===== src/rtl/draw_pkg.sv =====
// Shared screen geometry, pixel record and scheduler state encoding for the sprite drawing path.
package draw_pkg;

  localparam int unsigned SCR_W = 320;
  localparam int unsigned SCR_H = 240;

  typedef struct packed {
    logic [8:0] x;
    logic [7:0] y;
    logic [6:0] color;
  } pixel_t;

  typedef enum logic [2:0] {
    IDLE,
    CLEAR,
    SELECT,
    LAUNCH,
    STREAM,
    FINISH
  } sched_state_t;

endpackage


===== src/rtl/fb_write_stage.sv =====
// Framebuffer write register: muxes clear writes against drawer pixels, filters
// transparent/off-screen pixels and forms the linear address.
module fb_write_stage
  import draw_pkg::*;
#(
  parameter int unsigned W      = draw_pkg::SCR_W,
  parameter int unsigned H      = draw_pkg::SCR_H,
  parameter logic [6:0]  TRANSP = 7'd0
) (
  input  logic        clk,
  input  logic        reset,
  input  logic        i_clr_valid,
  input  logic [16:0] i_clr_addr,
  input  logic [6:0]  i_clr_data,
  input  logic        i_pix_valid,
  input  pixel_t      i_pix,
  output logic        o_we,
  output logic [16:0] o_addr,
  output logic [6:0]  o_data
);

  logic        w_pix_ok;
  logic [16:0] w_pix_addr;
  logic        w_we;
  logic [16:0] w_addr;
  logic [6:0]  w_data;
  logic        r_we;
  logic [16:0] r_addr;
  logic [6:0]  r_data;

  assign w_pix_ok = i_pix_valid
                 && (i_pix.color != TRANSP)
                 && ({1'b0, i_pix.x} < 10'(W))
                 && ({1'b0, i_pix.y} < 9'(H));

  assign w_pix_addr = 17'(i_pix.y) * 17'(W) + 17'(i_pix.x);

  always_comb begin
    w_we   = 1'b0;
    w_addr = w_pix_addr;
    w_data = i_pix.color;
    if (i_clr_valid) begin
      w_we   = 1'b1;
      w_addr = i_clr_addr;
      w_data = i_clr_data;
    end else if (w_pix_ok) begin
      w_we = 1'b1;
    end
  end

  always_ff @(posedge clk) begin
    if (reset) begin
      r_we   <= 1'b0;
      r_addr <= '0;
      r_data <= '0;
    end else begin
      r_we <= w_we;
      if (w_we) begin
        r_addr <= w_addr;
        r_data <= w_data;
      end
    end
  end

  assign o_we   = r_we;
  assign o_addr = r_addr;
  assign o_data = r_data;

endmodule


===== src/rtl/sprite_draw_scheduler.sv =====
// Per-frame sequencer: optional background clear, then each enabled sprite drawer in
// index order, converting the selected drawer's pixel stream into framebuffer writes.
module sprite_draw_scheduler
  import draw_pkg::*;
#(
  parameter int unsigned N_SPR  = 4,
  parameter int unsigned SCR_W  = draw_pkg::SCR_W,
  parameter int unsigned SCR_H  = draw_pkg::SCR_H,
  parameter logic [6:0]  TRANSP = 7'd0,
  parameter logic [6:0]  BG_IDX = 7'd1
) (
  input  logic               clk,
  input  logic               reset,
  input  logic               frame_start,
  input  logic               clear_en,
  input  logic [N_SPR-1:0]   spr_en,
  output logic [N_SPR-1:0]   spr_start,
  input  logic [N_SPR-1:0]   spr_done,
  input  logic [9*N_SPR-1:0] spr_x,
  input  logic [8*N_SPR-1:0] spr_y,
  input  logic [7*N_SPR-1:0] spr_color,
  output logic               fb_we,
  output logic [16:0]        fb_addr,
  output logic [6:0]         fb_data,
  output logic               busy,
  output logic               frame_done,
  output logic               overrun
);

  localparam int unsigned KW       = $clog2(N_SPR + 1);
  localparam logic [16:0] CLR_LAST = 17'(SCR_W * SCR_H - 1);

  sched_state_t   r_state;
  sched_state_t   w_next;
  logic [KW-1:0]  r_k;
  logic [16:0]    r_clr_addr;
  logic [N_SPR-1:0] r_en;
  logic           r_overrun;

  logic           w_at_end;
  logic           w_sel_en;
  logic           w_sel_done;
  pixel_t         w_sel_pix;

  // Only drawer k's bus is observed; everything else is don't-care.
  always_comb begin
    w_sel_en   = 1'b0;
    w_sel_done = 1'b0;
    w_sel_pix  = '0;
    for (int unsigned i = 0; i < N_SPR; i++) begin
      if (r_k == KW'(i)) begin
        w_sel_en   = r_en[i];
        w_sel_done = spr_done[i];
        w_sel_pix  = {spr_x[9*i +: 9], spr_y[8*i +: 8], spr_color[7*i +: 7]};
      end
    end
  end

  assign w_at_end = (r_k == KW'(N_SPR));

  always_comb begin
    w_next = r_state;
    unique case (r_state)
      IDLE:   if (frame_start) w_next = clear_en ? CLEAR : SELECT;
      CLEAR:  if (r_clr_addr == CLR_LAST) w_next = SELECT;
      SELECT: begin
        if (w_at_end)      w_next = FINISH;
        else if (w_sel_en) w_next = LAUNCH;
      end
      LAUNCH: w_next = STREAM;
      STREAM: if (w_sel_done) w_next = SELECT;
      FINISH: w_next = IDLE;
      default: w_next = IDLE;
    endcase
  end

  always_ff @(posedge clk) begin
    if (reset) begin
      r_state    <= IDLE;
      r_k        <= '0;
      r_clr_addr <= '0;
      r_en       <= '0;
      r_overrun  <= 1'b0;
    end else begin
      r_state   <= w_next;
      r_overrun <= frame_start && (r_state != IDLE);
      unique case (r_state)
        IDLE: if (frame_start) begin
          r_en       <= spr_en;
          r_k        <= '0;
          r_clr_addr <= '0;
        end
        CLEAR:  r_clr_addr <= (r_clr_addr == CLR_LAST) ? '0 : r_clr_addr + 17'd1;
        SELECT: if (!w_at_end && !w_sel_en) r_k <= r_k + 1'b1;
        STREAM: if (w_sel_done) r_k <= r_k + 1'b1;
        default: ;
      endcase
    end
  end

  always_comb begin
    spr_start = '0;
    for (int unsigned i = 0; i < N_SPR; i++) begin
      if ((r_state == LAUNCH) && (r_k == KW'(i))) spr_start[i] = 1'b1;
    end
  end

  assign busy       = (r_state != IDLE);
  assign frame_done = (r_state == FINISH);
  assign overrun    = r_overrun;

  fb_write_stage #(
    .W      (SCR_W),
    .H      (SCR_H),
    .TRANSP (TRANSP)
  ) u_wr (
    .clk         (clk),
    .reset       (reset),
    .i_clr_valid (r_state == CLEAR),
    .i_clr_addr  (r_clr_addr),
    .i_clr_data  (BG_IDX),
    .i_pix_valid ((r_state == STREAM) && !w_sel_done),
    .i_pix       (w_sel_pix),
    .o_we        (fb_we),
    .o_addr      (fb_addr),
    .o_data      (fb_data)
  );

endmodule


===== config.mk =====
export PLATFORM = sky130hd
export DESIGN_NAME = sprite_draw_scheduler
export DESIGN_NICKNAME = d
export VERILOG_FILES = /design/src/rtl/draw_pkg.sv /design/src/rtl/fb_write_stage.sv /design/src/rtl/sprite_draw_scheduler.sv
export SDC_FILE = /design/constraint.sdc
export NUM_CORES = 1
export LEC_CHECK = 0
export CAP_MARGIN = 20
export CORE_ASPECT_RATIO = 0.5
export CORE_MARGIN = 2
export CORE_UTILIZATION = 46
export DETAILED_ROUTE_END_ITERATION = 7
export HOLD_SLACK_MARGIN = 0.1
export PLACE_DENSITY = 0.81
export REMOVE_ABC_BUFFERS = 1
export SYNTH_ARGS = -nofsm -noshare
export SYNTH_HDL_FRONTEND = slang
export SYNTH_SLANG_ARGS = --single-unit

===== constraint.sdc =====
create_clock -name clk -period 5.4 [get_ports clk]
set_clock_uncertainty 0.2 [all_clocks]
set_input_delay 0.54 -clock clk [delete_from_list [all_inputs] [get_ports clk]]
set_output_delay 0.54 -clock clk [all_outputs]
set_load 0.03 [all_outputs]

== Word level (Yosys, flattened, before mapping) ==
Cells that the tools add are included.

* Register bits after elaboration: 53
* Input bits: 108
* Output and inout bits: 32
* Logic and storage cells: 86

* Mux-type cells: 34
* Multiply operators: 1
* Equal/unequal tests: 15
* Add/subtract/negate cells: 3
* Reductions and logical operators: 23
* Magnitude comparators: 2

{| class="wikitable"
|+ Operators by type and width
! kind !! number
|-
| $mux W24 || 4
|-
| $mux W17 || 3
|-
| $pmux W17 S2 || 1
|-
| $mux W3 || 8
|-
| $add A17 B1 Y17 const B || 1
|-
| $add A17 B9 Y17 || 1
|-
| $eq A17 B17 Y1 const B || 1
|-
| $pmux W3 S5 || 1
|-
| $mux W1 || 14
|-
| $eq A3 B2 Y1 const B || 4
|-
| $mul A8 B3 Y11 const B || 1
|-
| $logic_and A1 B1 Y1 || 10
|-
| $eq A3 B3 Y1 const B || 3
|-
| $lt A9 B9 Y1 const B || 1
|-
| $pmux W3 S3 || 1
|-
| $lt A8 B8 Y1 const B || 1
|-
| $ne A2 B2 Y1 const B || 4
|-
| $reduce_and A4 Y1 || 2
|-
| $mux W7 || 1
|-
| $reduce_bool A7 Y1 || 1
|-
| $eq A3 B1 Y1 const B || 2
|-
| $logic_not A3 Y1 || 2
|-
| $reduce_bool A3 Y1 || 2
|-
| $reduce_and A2 Y1 || 2
|-
| other kinds (5) || 7
|}

== Logic depth before layout (Yosys ltp) ==
Gate-level depths: netlist of the first run.

* Word-level depth: 12
* Mapped depth: 20
* Mapped depth without buffers: 17

== Modules after synthesis ==
Synthesis of the first run repeated with hierarchy kept, for this count alone.

* Cells, all modules: 538
* Area total of the unflattened synthesis: 4070.2 µm²

{| class="wikitable"
|+ Modules (own cells, without submodules)
! module !! sequential area each (µm²) !! cells an instance !! area an instance (µm²) !! instances
|-
| sprite_draw_scheduler || 560.5 || 318 || 2254.7 || 1
|-
| fb_write_stage || 500.5 || 220 || 1815.5 || 1
|}

== Worst setup path after synthesis of the first run ==
OpenSTA, ideal clock, no wires.

* Path kind: register to register
* Start: reg r_k[1]
* End: reg u_wr.r_addr[16] (netlist: u_wr.o_addr[16])
* Clock period less this slack: 4.511 ns
* Stages on the path, launching flop included: 19
* Arrival: 4.176 ns
* Library setup time: 0.136 ns
* Required time: 5.064 ns
* Path buffers: 2
* Path slack: 0.889 ns
* Cells stage by stage: dfxtp_1 > inv_1 > ha_1 > buf_4 > nor3b_1 > clkbuf_1 > a221o_1 > o21ai_0 > o21ai_0 > ha_1 > ha_1 > fa_1 > a211oi_1 > o21bai_1 > a21oi_1 > xnor2_1 > nor4_1 > o311ai_0 > a31oi_1

* Word-level cells in the longest chain between the ends: 12
* Elaborated cells on any way between the ends: 25
* Classes of those cells: add/sub: 1; mul: 1; order compare: 2; eq/ne: 3; mux: 11; reduce/logical: 7

{| class="wikitable"
|+ RTL lines
! what !! line !! source
|-
| start, declared || sprite_draw_scheduler.sv:35 || <nowiki>logic [KW-1:0] r_k;</nowiki>
|-
| start signal, assigned || sprite_draw_scheduler.sv:94 || <nowiki>SELECT: if (!w_at_end && !w_sel_en) r_k <= r_k + 1'b1;</nowiki>
|-
| start signal, assigned || sprite_draw_scheduler.sv:95 || <nowiki>STREAM: if (w_sel_done) r_k <= r_k + 1'b1;</nowiki>
|-
| parallel branches: the longest is 12 deep, another holds $add A17 B9 Y17 || - ||
|-
| end signal, assigned || fb_write_stage.sv:59 || <nowiki>r_addr <= w_addr;</nowiki>
|-
| end, declared || fb_write_stage.sv:28 || <nowiki>logic [16:0] r_addr;</nowiki>
|}

Parallel ways; which one is timed is not known.
A chain may end at the register's enable or synchronous reset.

== Worst setup path after layout of the first run ==
* Start: reg r_k[0]
* End: reg u_wr.r_addr[15] (netlist: u_wr.o_addr[15])

The elaborated chain is that of the path after synthesis.

==> results of run 1 <==
-- layout make-up --
cell class | count | area, sq um
inverter | 14 | 52.6
clock buffer | 6 | 139
tap | 117 | 146
sequential | 53 | 1060
timing repair buffer | 150 | 1470
multi-input combinational | 425 | 2750
clock inverter | 2 | 16.3
fill | 777 | 2980
-- power breakdown --
part	internal [uW]	total (uW)	leakage (uW)	switching, uW
Sequential	408	427	0.000429	19.4
Clock	187	342	0.0000735	155
Combinational	345	801	0.00147	455
Total	940	1570	0.00198	630
-- synthesized netlist by cell type (3+ instances only) --
library cell   n  area [sq um]
nor3b_1       10          75.1
a22oi_1        3          22.5
ha_1          19           238
o21bai_1       3          22.5
a32o_1         3          30.0
a21oi_1       51           255
o21ai_0       50           250
dfxtp_1       53          1060
xor2_1         7          61.3
and2_1         3          18.8
o2111ai_1      3          26.3
nor3_1        12          60.1
a32oi_1       17           149
or3_1          4          25.0
nor4_1         7          43.8
nand2b_1       8          50.1
clkbuf_1      29           109
nor2b_1        8          50.1
inv_1         14          52.6
or2b_1         6          45.0
a221o_1       10           100
nand2_1       55           206
a21o_1         3          22.5
a221oi_1       3          26.3
a31oi_1        3          18.8
nand3b_1       4          30.0
o211ai_1      15           113
a311oi_1       5          43.8
o21ai_1        6          30.0
xnor2_1        7          61.3
nand3_1       14          70.1
buf_2          7          35.0
a21oi_2        3          26.3
a211oi_1       5          37.5
nand4_1        3          18.8
nor2_1        38           143
-- logic make-up (layout without fill, tap and decap cells) --
logic type | Yosys count | after routing | synth area share
compound gates | 200 | 200 | 0.333
xor+xnor | 14 | 14 | 0.0304
fa+ha+maj | 21 | 21 | 0.0689
buf+inv | 55 | 172 | 0.0589
flops | 53 | 53 | 0.263
mux | 3 | 3 | 0.00807
simple gates | 187 | 187 | 0.238
-- state kept, by name (all words and copies together), names as in the netlist --
| register | flops |
|---|---|
| r_clr_addr | 17 |
| u_wr.o_addr | 17 |
| u_wr.o_data | 7 |
| r_en | 4 |
| r_k | 3 |
| r_state | 3 |
| overrun | 1 |
| u_wr.o_we | 1 |
-- worst max path at each step --
stage               startpoint              end  depth (start not counted)
global placement        r_k[0]  u_wr.o_addr[16]                         18
floorplan               r_k[1]  u_wr.o_addr[15]                         15
detailed placement      r_k[0]  u_wr.o_addr[15]                         16
CTS                     r_k[0]  u_wr.o_addr[15]                         16
global route            r_k[0]  u_wr.o_addr[15]                         16
finish                  r_k[0]  u_wr.o_addr[15]                         16
-- metal layers --
layer / routed length [um] / track usage / vias to the layer above
li1: - / - / 2232
met4: 115 / 0.0440 / 0
met5: 0 / 0 / -
met2: 6130 / 0.455 / 151
met1: 6300 / 0.393 / 2168
met3: 847 / 0.0508 / 12
-- placed cells by master, fill, tap and decap left out, types with 4 or more instances in the layout --
master and instances:
nand3b_1 4, nor3_1 11, o21ai_0 50, inv_1 14, ha_1 19, or2b_1 6
a311oi_1 5, xnor2_1 7, o211ai_1 15, nand3_1 14, a211oi_1 5, nor3b_1 9
buf_4 11, o21ai_1 5, nor2_1 38, xor2_1 7, clkdlybuf4s50_1 139, nand2b_1 8
dfxtp_1 53, nand2_1 55, a32oi_1 17, nor2b_1 8, or3_1 4, a21oi_1 51
clkbuf_16 5, a221o_1 10, nor4_1 7
-- worst reg2reg max path, delay by kind of cell, from the launching register on --
kind | cells | cell delay (ps)
AO/OA/AOI/OAI | 5 | 1900
flip-flops | 1 | 390
XOR/XNOR | 2 | 500
AND/OR/NAND/NOR | 5 | 650
buffers and inverters | 2 | 310
adder cells (fa/ha/maj) | 2 | 500
-- metrics by stage --
step	worst slack, ps	utilization	hold slack [ps]
after floorplan	445	-	227
after global placement	1030	0.636	243
after detailed placement	947	0.636	248
after CTS	918	0.654	259
after global routing	447	0.654	283
final	902	0.654	263
==> results.ini, run 1 <==
[synthesis]
syn-cell-area_sq_um=4030
syn_inst=533
ys_types=66
ys_seq_area_frac=0.263
ys.flop_type=dfxtp_1
avgSynthCellArea_sq_um=7.57
ys_ff_latch=53
async_reset_ff_frac=0
yosysWarnings=0
synth_edf_count=0

[clock_tree]
post_cts_buffers=0
cts_tree=yes
cts_num_sinks=53
h-tree-depth=2
cts_made_buffers=5
root_buffer=clkbuf_16
clock_latency_ps=300
cts_resized=0
hold_buffers=0
clockBufferDepth=2
cts.clk_slew.worst_paths_ps=80

[die]
core_area_sq_um=8620
initial_core_util=0.468
dieArea_sq_um=9580
row_count=24
ioPinCount=140
die_h_um=70.2
die_w_um=136

[power_and_ir_drop]
p_per_area_nw_per_um2=278
peakVddDrop_mv=0.173
leakagePower_uw=0.00198
total_power_uw=1570

[detailed_routing]
ant_nets=0
first_pass_iters=5
avgRoutedWirePerCell_um=17.5
vias_per_cell=5.95
drt_iter0_drc=350
drc=0
drt_wl_total_um=13400
dr_total_vias=4563

[timing]
finalMaxSlewViolations=0
rsz0062_at_grt=false
hold_viol=0
worstMarginPinSlew_ps=991
min_period_over_period=0.833
timing.final.crit_period_ps=4500
fin_tns_setup_ps=0
slew_headroom=0.339
setup_viol=0
fmax_ghz=0.222

[grt]
antenna_found_initial=0
grt_pass1_wl_um=21500
grt_max_degree=50
grt_pass1_vias=4274
grt_util_all_layers=0.280
grt_overflow=0

[setup_path]
crit_family=compound AO/OA/AOI/OAI gates
r2r-start=r_k[0]
critPathMaxStageDelay_ps=580
slowest_stage=o311ai_0
cp.required_ps=5430
reg2reg_to=u_wr.o_addr[15]
critPathBufInv=2
r2r_setup_slack_ps=900
worstSetupPathType=flip-flop to flip-flop
crit_path_cell_trace=inv_1 > ha_1 > nor3b_1 > buf_4 > a221oi_1 > nor3_1 > a21oi_1 > xor2_1 > ha_1 > a211oi_1 > nor2_1 > o311ai_0 > nand3_1 > xor2_1 > nand3_1 > a31oi_1
cp.arrival_ps=4530
cp_max_fo=13
cp-end-kind=flip-flop
reg2regPathDepth=16
startpoint_type=flip-flop

[final_layout]
drive_gt1_frac=0.0600
antenna_cells=0
synthToLayoutAreaGrowth_pct=39.8
final_nets=778
postLayoutCellArea_sq_um=5640
final_cell_count_no_fill=767

[placement]
place_congestion=0.942
dp.cells=759
io_buffers=139
dpl_cell_area_sq_um=5480
hpwl_um=10000

[run_status]
status=completed

[min_path]
worstHoldEndpoint=r_en[3]
hold_path_class=flip-flop to flip-flop
hp-start=r_en[3]
worstHoldPathCells=2

[job]
max_cap_viol_count=0

Note: power is estimated with default switching activity, not from simulation.
==> inputs of run 2 (changes only) <==
--- a/config.mk
+++ b/config.mk
@@ -8,10 +8,10 @@
 export CAP_MARGIN = 20
 export CORE_ASPECT_RATIO = 0.5
 export CORE_MARGIN = 2
-export CORE_UTILIZATION = 46
+export CORE_UTILIZATION = 42
 export DETAILED_ROUTE_END_ITERATION = 7
 export HOLD_SLACK_MARGIN = 0.1
-export PLACE_DENSITY = 0.81
+export PLACE_DENSITY = 0.78
 export REMOVE_ABC_BUFFERS = 1
 export SYNTH_ARGS = -nofsm -noshare
 export SYNTH_HDL_FRONTEND = slang
==> constraint.sdc (replaced) <==
create_clock -name clk -period 3.6 [get_ports clk]
set_clock_uncertainty 0.2 [all_clocks]
set_input_delay 0.36 -clock clk [delete_from_list [all_inputs] [get_ports clk]]
set_output_delay 0.36 -clock clk [all_outputs]
set_load 0.03 [all_outputs]
==> results.ini, run 2 (synthesis gave the netlist of run 1 again) <==
[setup_path]
cp-end-kind=flip-flop
critPathMaxStageDelay_ps=350
r2r-start=r_k[1]
critPathBufInv=3
startpoint_type=flip-flop
cp.arrival_ps=3840
r2r_setup_slack_ps=-220
cpMostUsedCell=ha_4
slowest_stage=ha_1
worstSetupPathType=flip-flop to flip-flop
crit_path_cell_trace=inv_2 > ha_4 > buf_6 > nor2b_4 > a221o_1 > o21ai_1 > o21ai_2 > ha_1 > ha_4 > fa_2 > a211oi_2 > o21bai_1 > a21oi_2 > xnor2_2 > buf_4 > xor2_1 > nand3_1 > a31oi_1
crit_family=compound AO/OA/AOI/OAI gates
reg2regPathDepth=18
cp.required_ps=3620
reg2reg_to=u_wr.o_addr[15]
cp_max_fo=4

[die]
core_area_sq_um=9380
dieArea_sq_um=10400
die_w_um=143
row_count=25
ioPinCount=140
die_h_um=73.3
initial_core_util=0.430

[detailed_routing]
drc=0
avgRoutedWirePerCell_um=19.3
ant_nets=0
dr_total_vias=5124
drt_iter0_drc=433
drt_wl_total_um=16100
first_pass_iters=5
vias_per_cell=6.14

[job]
max_cap_viol_count=0

[clock_tree]
cts_num_sinks=53
cts.clk_slew.worst_paths_ps=70
h-tree-depth=2
cts_tree=yes
clockBufferDepth=2
clock_latency_ps=300
root_buffer=clkbuf_16
cts_made_buffers=5

[grt]
grt_max_degree=25
grt_pass1_vias=4795
grt_pass1_wl_um=24200
grt_util_all_layers=0.295
grt_overflow=0
antenna_found_initial=0

[power_and_ir_drop]
p_per_area_nw_per_um2=458
clockPowerShare=0.179
peakVddDrop_mv=0.345
seqPwrFrac=0.219
total_power_uw=2940
p_int_uw=1760
netSwitchingPower_uw=1180
p_sw_frac=0.402
leakagePower_uw=0.00236
p_comb_frac=0.603

[min_path]
hp-start=r_en[1]
hold_path_class=flip-flop to flip-flop
worstHoldPathCells=2
worstHoldEndpoint=r_en[1]

[timing]
setup_viol=5
slew_headroom=0.410
rsz0062_at_grt=true
finalMaxSlewViolations=0
hold_viol=0
timing.final.crit_period_ps=3820
fmax_ghz=0.262
min_period_over_period=1.06
worstMarginPinSlew_ps=882
setup_slack_ps=-222

[final_layout]
layout_common_cells=clkdlybuf4s50_1 (139), buf_4 (71), nand2_1 (54)
fin_util=0.684
synthToLayoutAreaGrowth_pct=59.2
final_nets=842
final_common_cell=clkdlybuf4s50_1
postLayoutCellArea_sq_um=6420
drive_gt1_frac=0.195
antenna_cells=0
nFillCells=726

[placement]
place_congestion=0.889
hpwl_um=11200
dpl_cell_area_sq_um=5930
io_buffers=139

[run_status]
violations=negative setup slack
status=complete, but fails checks

[run 2: changes by cell type in the layout (fill, tap and decap cells not counted), sizes merged]
cell,change
buf,+64
[run 2: worst register-to-register path: cells and delay by family (launching register included)]
kind / cells / cell delay, ps
flip-flops: 1 / 340
AND/OR/NAND/NOR: 2 / 230
buffers and inverters: 3 / 330
adder cells (fa/ha/maj): 4 / 1060
AO/OA/AOI/OAI: 7 / 1270
XOR/XNOR: 2 / 320
[run 2: worst max-delay path by stage]
stage,start,endpoint,slack [ps],cells past startpoint
2_1_floorplan,r_k[1],u_wr.o_addr[15],-1360,15
3_3_place_gp,r_k[1],u_wr.o_addr[16],-370,16
3_5_place_dp,r_k[1],u_wr.o_addr[16],-610,16
4_1_cts,r_k[1],u_wr.o_addr[15],-110,18
5_1_grt,r_k[1],u_wr.o_addr[15],-320,18
6_report,r_k[1],u_wr.o_addr[15],-220,18
[run 2: through the flow]
| stage | setup TNS [ps] | std cells | setup slack [ps] | hold WS [ps] |
|---|---|---|---|---|
| 4_1_cts | -287 | 835 | -110 | 261 |
| 3_5_place_dp | -2760 | 821 | -612 | 251 |
| 2_1_floorplan | -12610 | 492 | -1360 | 227 |
| 5_1_grt | -1360 | 835 | -319 | 283 |
| 6_report | -801 | 835 | -222 | 260 |
| 3_3_place_gp | -1610 | 821 | -369 | 244 |
[run 2: area by class of cell]
cell class              count  area (sq um)  share of cell area
inverters                  14          55.1             0.00858
multi-input cells         425          3010               0.469
flip-flops and latches     53          1070               0.166
well taps                 121           151              0.0236
clock inverters             2          16.3             0.00253
repair buffers            214          1980               0.308
clock buffers               6           139              0.0216
[run 2: layer usage]
layer / vias up / routed length [um] / global-route usage
met2: 286 / 7290 / 0.509
met3: 51 / 1430 / 0.0639
met1: 2422 / 6860 / 0.371
met4: 0 / 548 / 0.102
li1: 2365 / - / -
met5: - / 0 / 0
[run 2: timing repair]
item / 4_1_cts / 5_1_grt
setup endpoints to repair: 6 / 5
pin swaps: 19 / 15
endpoints found under the hold margin: 0 / 0
buffers inserted: 6 / 0
hold buffers: 0 / 0
gates resized for setup: 52 / 13
[run 2: power groups by stage]
stage / Clock, uW / Combinational, uW / Sequential [uW]
after floorplan: 0 / 745 / 669
after global placement: 0 / 1380 / 651
after detailed placement: 0 / 1410 / 652
after CTS: 523 / 1630 / 641
after global routing: 547 / 1880 / 646
final: 525 / 1770 / 643
